===== src/rtl/aer_event_packetizer.sv =====
// AER event packetizer: timestamps arbiter grants, packs {pol, x, y, ts} words into a FIFO, streams them out over valid/ready.
// Optional build macro TS_WRAP_MARKER_EN inserts a marker word on every timestamp wrap.
module aer_event_packetizer #(
    parameter int X_W   = 2,
    parameter int Y_W   = 2,
    parameter int TS_W  = 12,
    parameter int DEPTH = 8
) (
    input  logic                          clk_i,
    input  logic                          reset_i,
    input  logic                          enable_i,
    input  logic                          active_i,
    input  logic [X_W-1:0]                x_add_i,
    input  logic [Y_W-1:0]                y_add_i,
    input  logic [1:0]                    pol_i,
    input  logic                          grp_release_i,
    output logic [2+X_W+Y_W+TS_W-1:0]     evt_data_o,
    output logic                          evt_valid_o,
    input  logic                          evt_ready_i,
    output logic                          stall_o,
    output logic                          ovf_o,
    output logic [7:0]                    drop_cnt_o,
    output logic                          idle_o
);
    localparam int EVT_W = 2 + X_W + Y_W + TS_W;
    localparam int AW    = $clog2(DEPTH);
    localparam int CW    = AW + 1;

    typedef enum logic [1:0] {IDLE, RUN, DRAIN} state_t;

    state_t                 state;
    logic [TS_W-1:0]        ts;
    logic                   act_prev;
    logic [X_W+Y_W-1:0]     last_addr;
    logic [EVT_W-1:0]       mem [DEPTH];
    logic [AW-1:0]          wr_ptr;
    logic [AW-1:0]          rd_ptr;
    logic [CW-1:0]          count;

    logic [X_W+Y_W-1:0]     addr;
    logic                   pol_ok;
    logic                   capture;
    logic [EVT_W-1:0]       cap_word;
    logic                   pop;
    logic                   full;
    logic                   wr_req;
    logic [EVT_W-1:0]       wr_word;
    logic                   wr_ok;
    logic                   drop;
    logic [CW-1:0]          count_nxt;
    logic                   pend_busy;
    logic                   pend_next;
    logic                   unused_ok;

    // The arbiter group-release pulse carries no meaning for this block.
    assign unused_ok = grp_release_i;

    assign addr     = {x_add_i, y_add_i};
    assign pol_ok   = (pol_i == 2'b01) || (pol_i == 2'b10);
    assign capture  = (state == RUN) && active_i && pol_ok && (!act_prev || (addr != last_addr));
    assign cap_word = {pol_i, x_add_i, y_add_i, ts};

    assign evt_valid_o = (count != '0);
    assign evt_data_o  = evt_valid_o ? mem[rd_ptr] : '0;
    assign pop         = evt_valid_o && evt_ready_i;
    assign full        = (count == CW'(DEPTH));

`ifdef TS_WRAP_MARKER_EN
    logic                   ts_wrap;
    logic                   pend_vld;
    logic [EVT_W-1:0]       pend_word;
    logic [TS_W-1:0]        wrap_cnt;
    logic [TS_W-1:0]        wrap_cnt_nxt;
    logic                   pend_set;

    assign ts_wrap      = (state != IDLE) && (ts == '1);
    assign wrap_cnt_nxt = wrap_cnt + 1'b1;
    assign pend_busy    = pend_vld;
    assign pend_next    = pend_set;

    // Marker beats a pending capture, which beats a fresh capture; a displaced capture waits one cycle.
    always_comb begin
        wr_req   = capture;
        wr_word  = cap_word;
        pend_set = 1'b0;
        if (ts_wrap) begin
            wr_req   = 1'b1;
            wr_word  = {2'b11, {(X_W+Y_W){1'b0}}, wrap_cnt_nxt};
            pend_set = capture;
        end else if (pend_vld) begin
            wr_req   = 1'b1;
            wr_word  = pend_word;
            pend_set = capture;
        end
    end

    always_ff @(posedge clk_i or negedge reset_i) begin
        if (!reset_i) begin
            pend_vld <= 1'b0;
            wrap_cnt <= '0;
        end else begin
            pend_vld <= pend_set;
            if (ts_wrap) begin
                wrap_cnt <= wrap_cnt_nxt;
            end
        end
    end

    always_ff @(posedge clk_i) begin
        if (pend_set) begin
            pend_word <= cap_word;
        end
    end
`else
    assign pend_busy = 1'b0;
    assign pend_next = 1'b0;

    always_comb begin
        wr_req  = capture;
        wr_word = cap_word;
    end
`endif

    // A write into a full FIFO only lands when the head leaves in the same cycle.
    assign wr_ok     = wr_req && (!full || pop);
    assign drop      = wr_req && full && !pop;
    assign count_nxt = count + {{AW{1'b0}}, wr_ok} - {{AW{1'b0}}, pop};

    always_ff @(posedge clk_i or negedge reset_i) begin
        if (!reset_i) begin
            state      <= IDLE;
            idle_o     <= 1'b1;
            ts         <= '0;
            act_prev   <= 1'b0;
            last_addr  <= '0;
            wr_ptr     <= '0;
            rd_ptr     <= '0;
            count      <= '0;
            stall_o    <= 1'b0;
            ovf_o      <= 1'b0;
            drop_cnt_o <= '0;
        end else begin
            act_prev <= active_i;
            if (capture) begin
                last_addr <= addr;
            end
            if (wr_ok) begin
                wr_ptr <= wr_ptr + 1'b1;
            end
            if (pop) begin
                rd_ptr <= rd_ptr + 1'b1;
            end
            count   <= count_nxt;
            stall_o <= (count_nxt >= CW'(DEPTH - 1)) || pend_next;
            if (drop) begin
                ovf_o <= 1'b1;
                if (drop_cnt_o != 8'hFF) begin
                    drop_cnt_o <= drop_cnt_o + 8'd1;
                end
            end

            case (state)
                IDLE: begin
                    if (enable_i) begin
                        state  <= RUN;
                        idle_o <= 1'b0;
                        ts     <= '0;
                    end
                end
                RUN: begin
                    ts <= ts + 1'b1;
                    if (!enable_i) begin
                        state <= DRAIN;
                    end
                end
                DRAIN: begin
                    ts <= ts + 1'b1;
                    if (enable_i) begin
                        state <= RUN;
                    end else if ((count == '0) && !wr_req && !pend_busy) begin
                        state  <= IDLE;
                        idle_o <= 1'b1;
                    end
                end
                default: begin
                    state  <= IDLE;
                    idle_o <= 1'b1;
                end
            endcase
        end
    end

    // Storage array carries data only and needs no reset; emptiness is tracked by count.
    always_ff @(posedge clk_i) begin
        if (wr_ok) begin
            mem[wr_ptr] <= wr_word;
        end
    end

endmodule


===== config.mk =====
export PLATFORM = sky130hd
export DESIGN_NAME = aer_event_packetizer
export DESIGN_NICKNAME = d
export VERILOG_FILES = /design/src/rtl/aer_event_packetizer.sv
export SDC_FILE = /design/constraint.sdc
export NUM_CORES = 1
export LEC_CHECK = 0
export CORE_ASPECT_RATIO = 1.4
export CORE_MARGIN = 3
export CORE_UTILIZATION = 45
export DETAILED_ROUTE_END_ITERATION = 8
export GPL_ROUTABILITY_DRIVEN = 0
export PLACE_DENSITY = 0.69
export RECOVER_POWER = 25
export SETUP_SLACK_MARGIN = 0.4
export SYNTH_ARGS = -nofsm -noshare
export SYNTH_HDL_FRONTEND = slang
export SYNTH_SLANG_ARGS = --single-unit

===== constraint.sdc =====
create_clock -name clk_i -period 3.5 [get_ports clk_i]
set_input_delay 0.35 -clock clk_i [delete_from_list [all_inputs] [get_ports clk_i]]
set_output_delay 0.35 -clock clk_i [all_outputs]
set_load 0.01 [all_outputs]

# Yosys cells after proc, flatten, opt, wreduce, memory -nomap -nowiden
# Memory sizes are Yosys's and may differ from the RTL's.
# Cells that the tools add are included.
classes:
  addsub: 6
  magnitude_cmp: 1
  eq_ne: 12
  muxes: 14
  bitwise_logic: 1
  n_reduce_logical: 24
op_table:
  columns: ["operator", "n"]
  rows:
  - ["$pmux 12 s2", 1]
  - ["$mux 18", 1]
  - ["$add 12x1->12 const B", 1]
  - ["$mux 12", 1]
  - ["$add 8x1->8 const B", 1]
  - ["$logic_and 1x1->1", 8]
  - ["$mux 2", 4]
  - ["$ne 2x2->1 const B", 4]
  - ["$ne 8x8->1 const B", 1]
  - ["$add 3x1->3 const B", 2]
  - ["$pmux 2 s3", 1]
  - ["$mux 1", 5]
  - ["$add 4x1->4", 1]
  - ["$eq 2x1->1 const B", 2]
  - ["$eq 2x2->1 const B", 2]
  - ["$eq 4x4->1 const B", 1]
  - ["$ge 4x3->1 const B", 1]
  - ["$logic_not 1->1", 4]
  - ["$logic_not 4->1", 1]
  - ["$ne 4x4->1", 1]
  - ["$reduce_and 2->1", 2]
  - ["$reduce_and 4->1", 1]
  - ["$reduce_bool 4->1", 1]
  - ["$sub 4x1->4", 1]
  - ["other kinds (8)", 10]
word_totals:
  regBits: 40
  ram_bits: 144
  inputBits: 12
  output_inout_bits: 30
  elab_cells: 70
  mem_count: 1
memory_table:
  columns: ["memory", "depth", "width", "rd", "rd_clocked_by_memory_dff", "write_ports", "line", "rtl"]
  rows:
  - ["mem", 8, 18, 1, 0, 1, "35", "logic [EVT_W-1:0] mem [DEPTH];"]

# Depth between registers and ports, before layout
depth:
  ltp_word: 9
  mapped_depth: 12
  ltp_nobuf: 12

# Least setup slack after synthesis
# OpenSTA, ideal clock, no wires.
synth_path:
  kind: "flip-flop to flip-flop"
  startpoint: "register state[1]"
  endpoint: "memory mem[1][0] in the netlist's numbering (enable)"
  setup_ps: 446
  arrival_ps: 3238
  required_ps: 3054
  setup_slack_ps: -184
  stages_incl_launch_ff: 8
  n_path_buf: 2
  synth_period_minus_slack_ps: 3684
  cell_sequence: "dfrtp_1 inv_1 ha_1 and3_2 buf_2 nand3_1 buf_2 nor4b_1"
synth_between:
  elab_chain_cells: 7
synth_lines:
  columns: ["element", "line", "rtl"]
  rows:
  - ["start: declaration", "31", "state_t state;"]
  - ["start signal: assignment", "131", "state <= IDLE;"]
  - ["start signal: assignment", "165", "state <= RUN;"]
  - ["start signal: assignment", "173", "state <= DRAIN;"]
  - ["$eq 2x1->1", "60", "assign capture = (state == RUN) && active_i && pol_ok && (!act_prev || (addr != last_addr));"]
  - ["$logic_and 1x1->1 (3 in series)", "60", null]
  - ["$logic_and 1x1->1", "125", "assign wr_ok = wr_req && (!full || pop);"]
  - ["$mux 1", "195", "if (wr_ok) begin"]
  - ["$mux 1 (implied by the code)", "196", "mem[wr_ptr] <= wr_word;"]
  - ["end: declaration", "35", null]
# Every way passes these cells.

# Final worst setup path
layout_path:
  startpoint: "register rd_ptr[0]"
  endpoint: "output port evt_data_o[3]"
layout_between:
  elab_chain_cells: 2
layout_lines:
  columns: ["element", "line", "rtl"]
  rows:
  - ["start: declaration", "37", "logic [AW-1:0] rd_ptr;"]
  - ["start signal: assignment", "151", "rd_ptr <= rd_ptr + 1'b1;"]
  - ["$mem_v2 8x18", null, null]
  - ["$mux 18", "64", "assign evt_data_o = evt_valid_o ? mem[rd_ptr] : '0;"]
  - ["end: declaration", "17", "output logic [2+X_W+Y_W+TS_W-1:0] evt_data_o,"]
# Every way passes these cells.

==> flow_summary.ini <==
[status]
run_status = complete, but fails checks
violations = capacitance limit, slew limit

[worst_hold_path]
hold_path_class = flop to flop

[layout]
drive_above_1_share_pct = 20.9
mostFrequentLayoutCell = edfxtp_1
final_net_count = 527
final_cell_mix = edfxtp_1 (144), dfrtp_1 (38), mux4_2 (36), clkdlybuf4s50_1 (36), nor2_1 (30)
area_growth_pct = 17.9
final_cell_area_mm2 = 0.00895
antennaDiodeCount = 0
final_util_pct = 54.6

[synthesis]
synthFlopType = edfxtp_1
synth_area_mm2 = 0.00759
synth_area_leaders = edfxtp_1 (57%), dfrtp_1 (13%), mux4_2 (11%)
synth_top_area_share_pct = 57.0
synth_seq_cells = 184
yosysWarnings = 0
synth_edf_count = 144
avgSynthCellArea_um2 = 17.4
yosysUniqueCellTypes = 50
netlist_instances = 436
synth-async-reset-ratio_pct = 21.7
seq_area_frac_synth_pct = 70.2
synth_top_cell_by_area = edfxtp_1
synth_fp_nets = 463

[floorplanning]
start_util_pct = 46.3
placementRows = 55
io_pins = 42
core_area_mm2 = 0.0164
die_w_um = 116
die_h_um = 160
die_area_mm2 = 0.0185

[power_and_ir_drop]
power_frac_comb_pct = 30.8
clkPwrFrac_pct = 27.3
total_power_mw = 6.58
leakagePower_nw = 3.30
internal_power_mw = 4.55
max-vdd-ir-drop_v = 0.000608
power_density_mw_per_mm2 = 735
switchingPower_mw = 2.03
power_frac_seq_pct = 41.9
switching_share_pct = 30.8

[worst_setup_path]
cpPeakStageDelay_ns = 0.54
required_ns = 3.15
crit_path_max_fanout = 13
worstPathCellList = buf_4 -> mux4_2 -> mux2i_1 -> nor2_1 -> clkdlybuf4s50_1
critPathArrivalTime_ns = 2.48
cp_top_family = buffers and inverters
slowest_stage = mux4_2
critPathKind = flop to output port
worstPathBufferInverterCount = 2
startpoint_type = flop
worstSetupEndpointType = output port

[timing]
finalHoldViolations = 0
fmax_ghz = 0.353
fin_setup_tns_ns = 0
maxSlewHeadroom_pct = -46.7
final_max_slew_viol_count = 41
post-route-period-util_pct = 81.0
min_period_ns = 2.83
setup_viol = 0
worst_slew_pin_slew_ns = 2.20
fin_skew_ns = 0.0117
rsz0062_at_grt = no
whs_ns = 0.499

[clocking]
cts-htree-levels = 4
cts-root-buf = clkbuf_16
cts_tree = built
cts_hold_buf = 0
clk_path_buf_depth = 2
cts_inserted_buffers = 17
clk_transition_reported_paths_ns = 0.07
clk_latency_ns = 0.43
cts_sinks = 184

[drt]
drt_iter0_drc = 232
detail-route-antenna-nets = 0
routed_wl_mm = 14.6
num_vias = 3981
dr.pass1.iters = 4
detail_route.wl_per_cell_um = 20.5
vias_per_cell = 5.60
drc = 0

[global_routing]
grt_max_degree = 41
antenna_found_initial = 0
grt_overflow_total = 0
grt_pass1_vias = 4291
globalRouteTotalUtil_pct = 17.1
grt_pass1_wl_mm = 23.7

[place]
dp_hpwl_mm = 8.94
dpl_cell_area_mm2 = 0.00838
placement.io_buffers = 40

[flow_run]
maxCapViolCount = 1
[cells in the mapped netlist, types with 2 or more instances]
master / n
edfxtp_1: 144
dfrtp_1: 39
mux4_2: 36
nor2_1: 30
nand2_1: 23
mux2i_1: 19
ha_1: 14
xnor2_1: 14
nand3_1: 12
inv_1: 9
xor2_1: 9
buf_2: 7
nor3_1: 7
buf_1: 6
o21ai_0: 6
a21oi_1: 5
nand2b_1: 4
nand4_1: 4
and2_1: 3
mux2_2: 3
or3_1: 3
a21o_1: 2
and3_1: 2
and4_1: 2
clkbuf_1: 2
nand3b_1: 2
nand4b_1: 2
nor3_2: 2
nor4_1: 2
nor4b_1: 2
o31ai_1: 2
[power groups by stage]
stage / Sequential (mW) / Combinational (mW) / Clock [mW]
2_1_floorplan: 2.69 / 1.37 / 0
3_3_place_gp: 2.83 / 1.96 / 0
3_5_place_dp: 2.85 / 2.00 / 0
4_1_cts: 2.81 / 2.01 / 1.83
5_1_grt: 2.78 / 2.24 / 1.92
6_report: 2.76 / 2.03 / 1.79
[tightest hold or removal path, cell delays in order, from the launching register on]
cell	delay, ns
dfrtp_1	0.36
nand2_1	0.05
nand2_1	0.06
[metal layers]
metal	up-vias	global-route usage (%)	share of wire, %
met2	112	29.2	53
li1	1818	-	-
met3	19	4.28	4.2
met5	-	0	0
met1	2032	21.4	40
met4	0	5.33	1.9
[metrics by stage]
stage	worst slack, ns	std cells
after floorplan	-0.184	436
after global placement	0.408	678
after detailed placement	0.383	678
after CTS	0.446	709
after global routing	0.560	711
final	0.666	711
[cell type report]
class	instances	area (µm²)
fillers	1266	7430
flip-flops and latches	184	5330
multi-input cells	225	2190
repair buffers	62	581
clock buffers	17	425
well taps	199	249
clock inverters	14	130
inverters	10	37.5
[worst paths after layout]
path                         startpoint            end  slack (ns)  cells past startpoint
hold / removal             last_addr[0]   last_addr[0]        0.50                      2
max in group asynchronous       reset_i      rd_ptr[0]        1.37                      1
min in group asynchronous       reset_i   last_addr[3]        0.56                      1
setup reg to reg               state[1]        stall_o        1.02                     10
setup / recovery              rd_ptr[0]  evt_data_o[3]        0.67                      5
hold reg to reg            last_addr[0]   last_addr[0]        0.50                      2
[cell families (layout without fill, tap and decap cells)]
| family | count (synthesis) | count (layout) | synth area share, % |
|---|---|---|---|
| adder cells (fa/ha/maj) | 15 | 15 | 2.57 |
| multiplexers | 60 | 60 | 14.0 |
| XOR/XNOR | 23 | 23 | 2.66 |
| buffers and inverters | 27 | 103 | 1.52 |
| flip-flops | 184 | 184 | 70.2 |
| AND/OR/NAND/NOR | 106 | 106 | 7.32 |
| AO/OA/AOI/OAI | 21 | 21 | 1.75 |
[state kept, by name, indices dropped and copies added (netlist names)]
register    cells
last_addr       4
idle_o          1
state           2
wr_ptr          3
mem           144
rd_ptr          3
stall_o         1
ts             12
count           4
act_prev        1
ovf_o           1
drop_cnt_o      8
[timing repair]
action	CTS	global route
setup buffers	0	2
endpoints found under the setup margin	7	4
resized for setup	1	0
No activity file was read; power rests on OpenSTA's default activity.
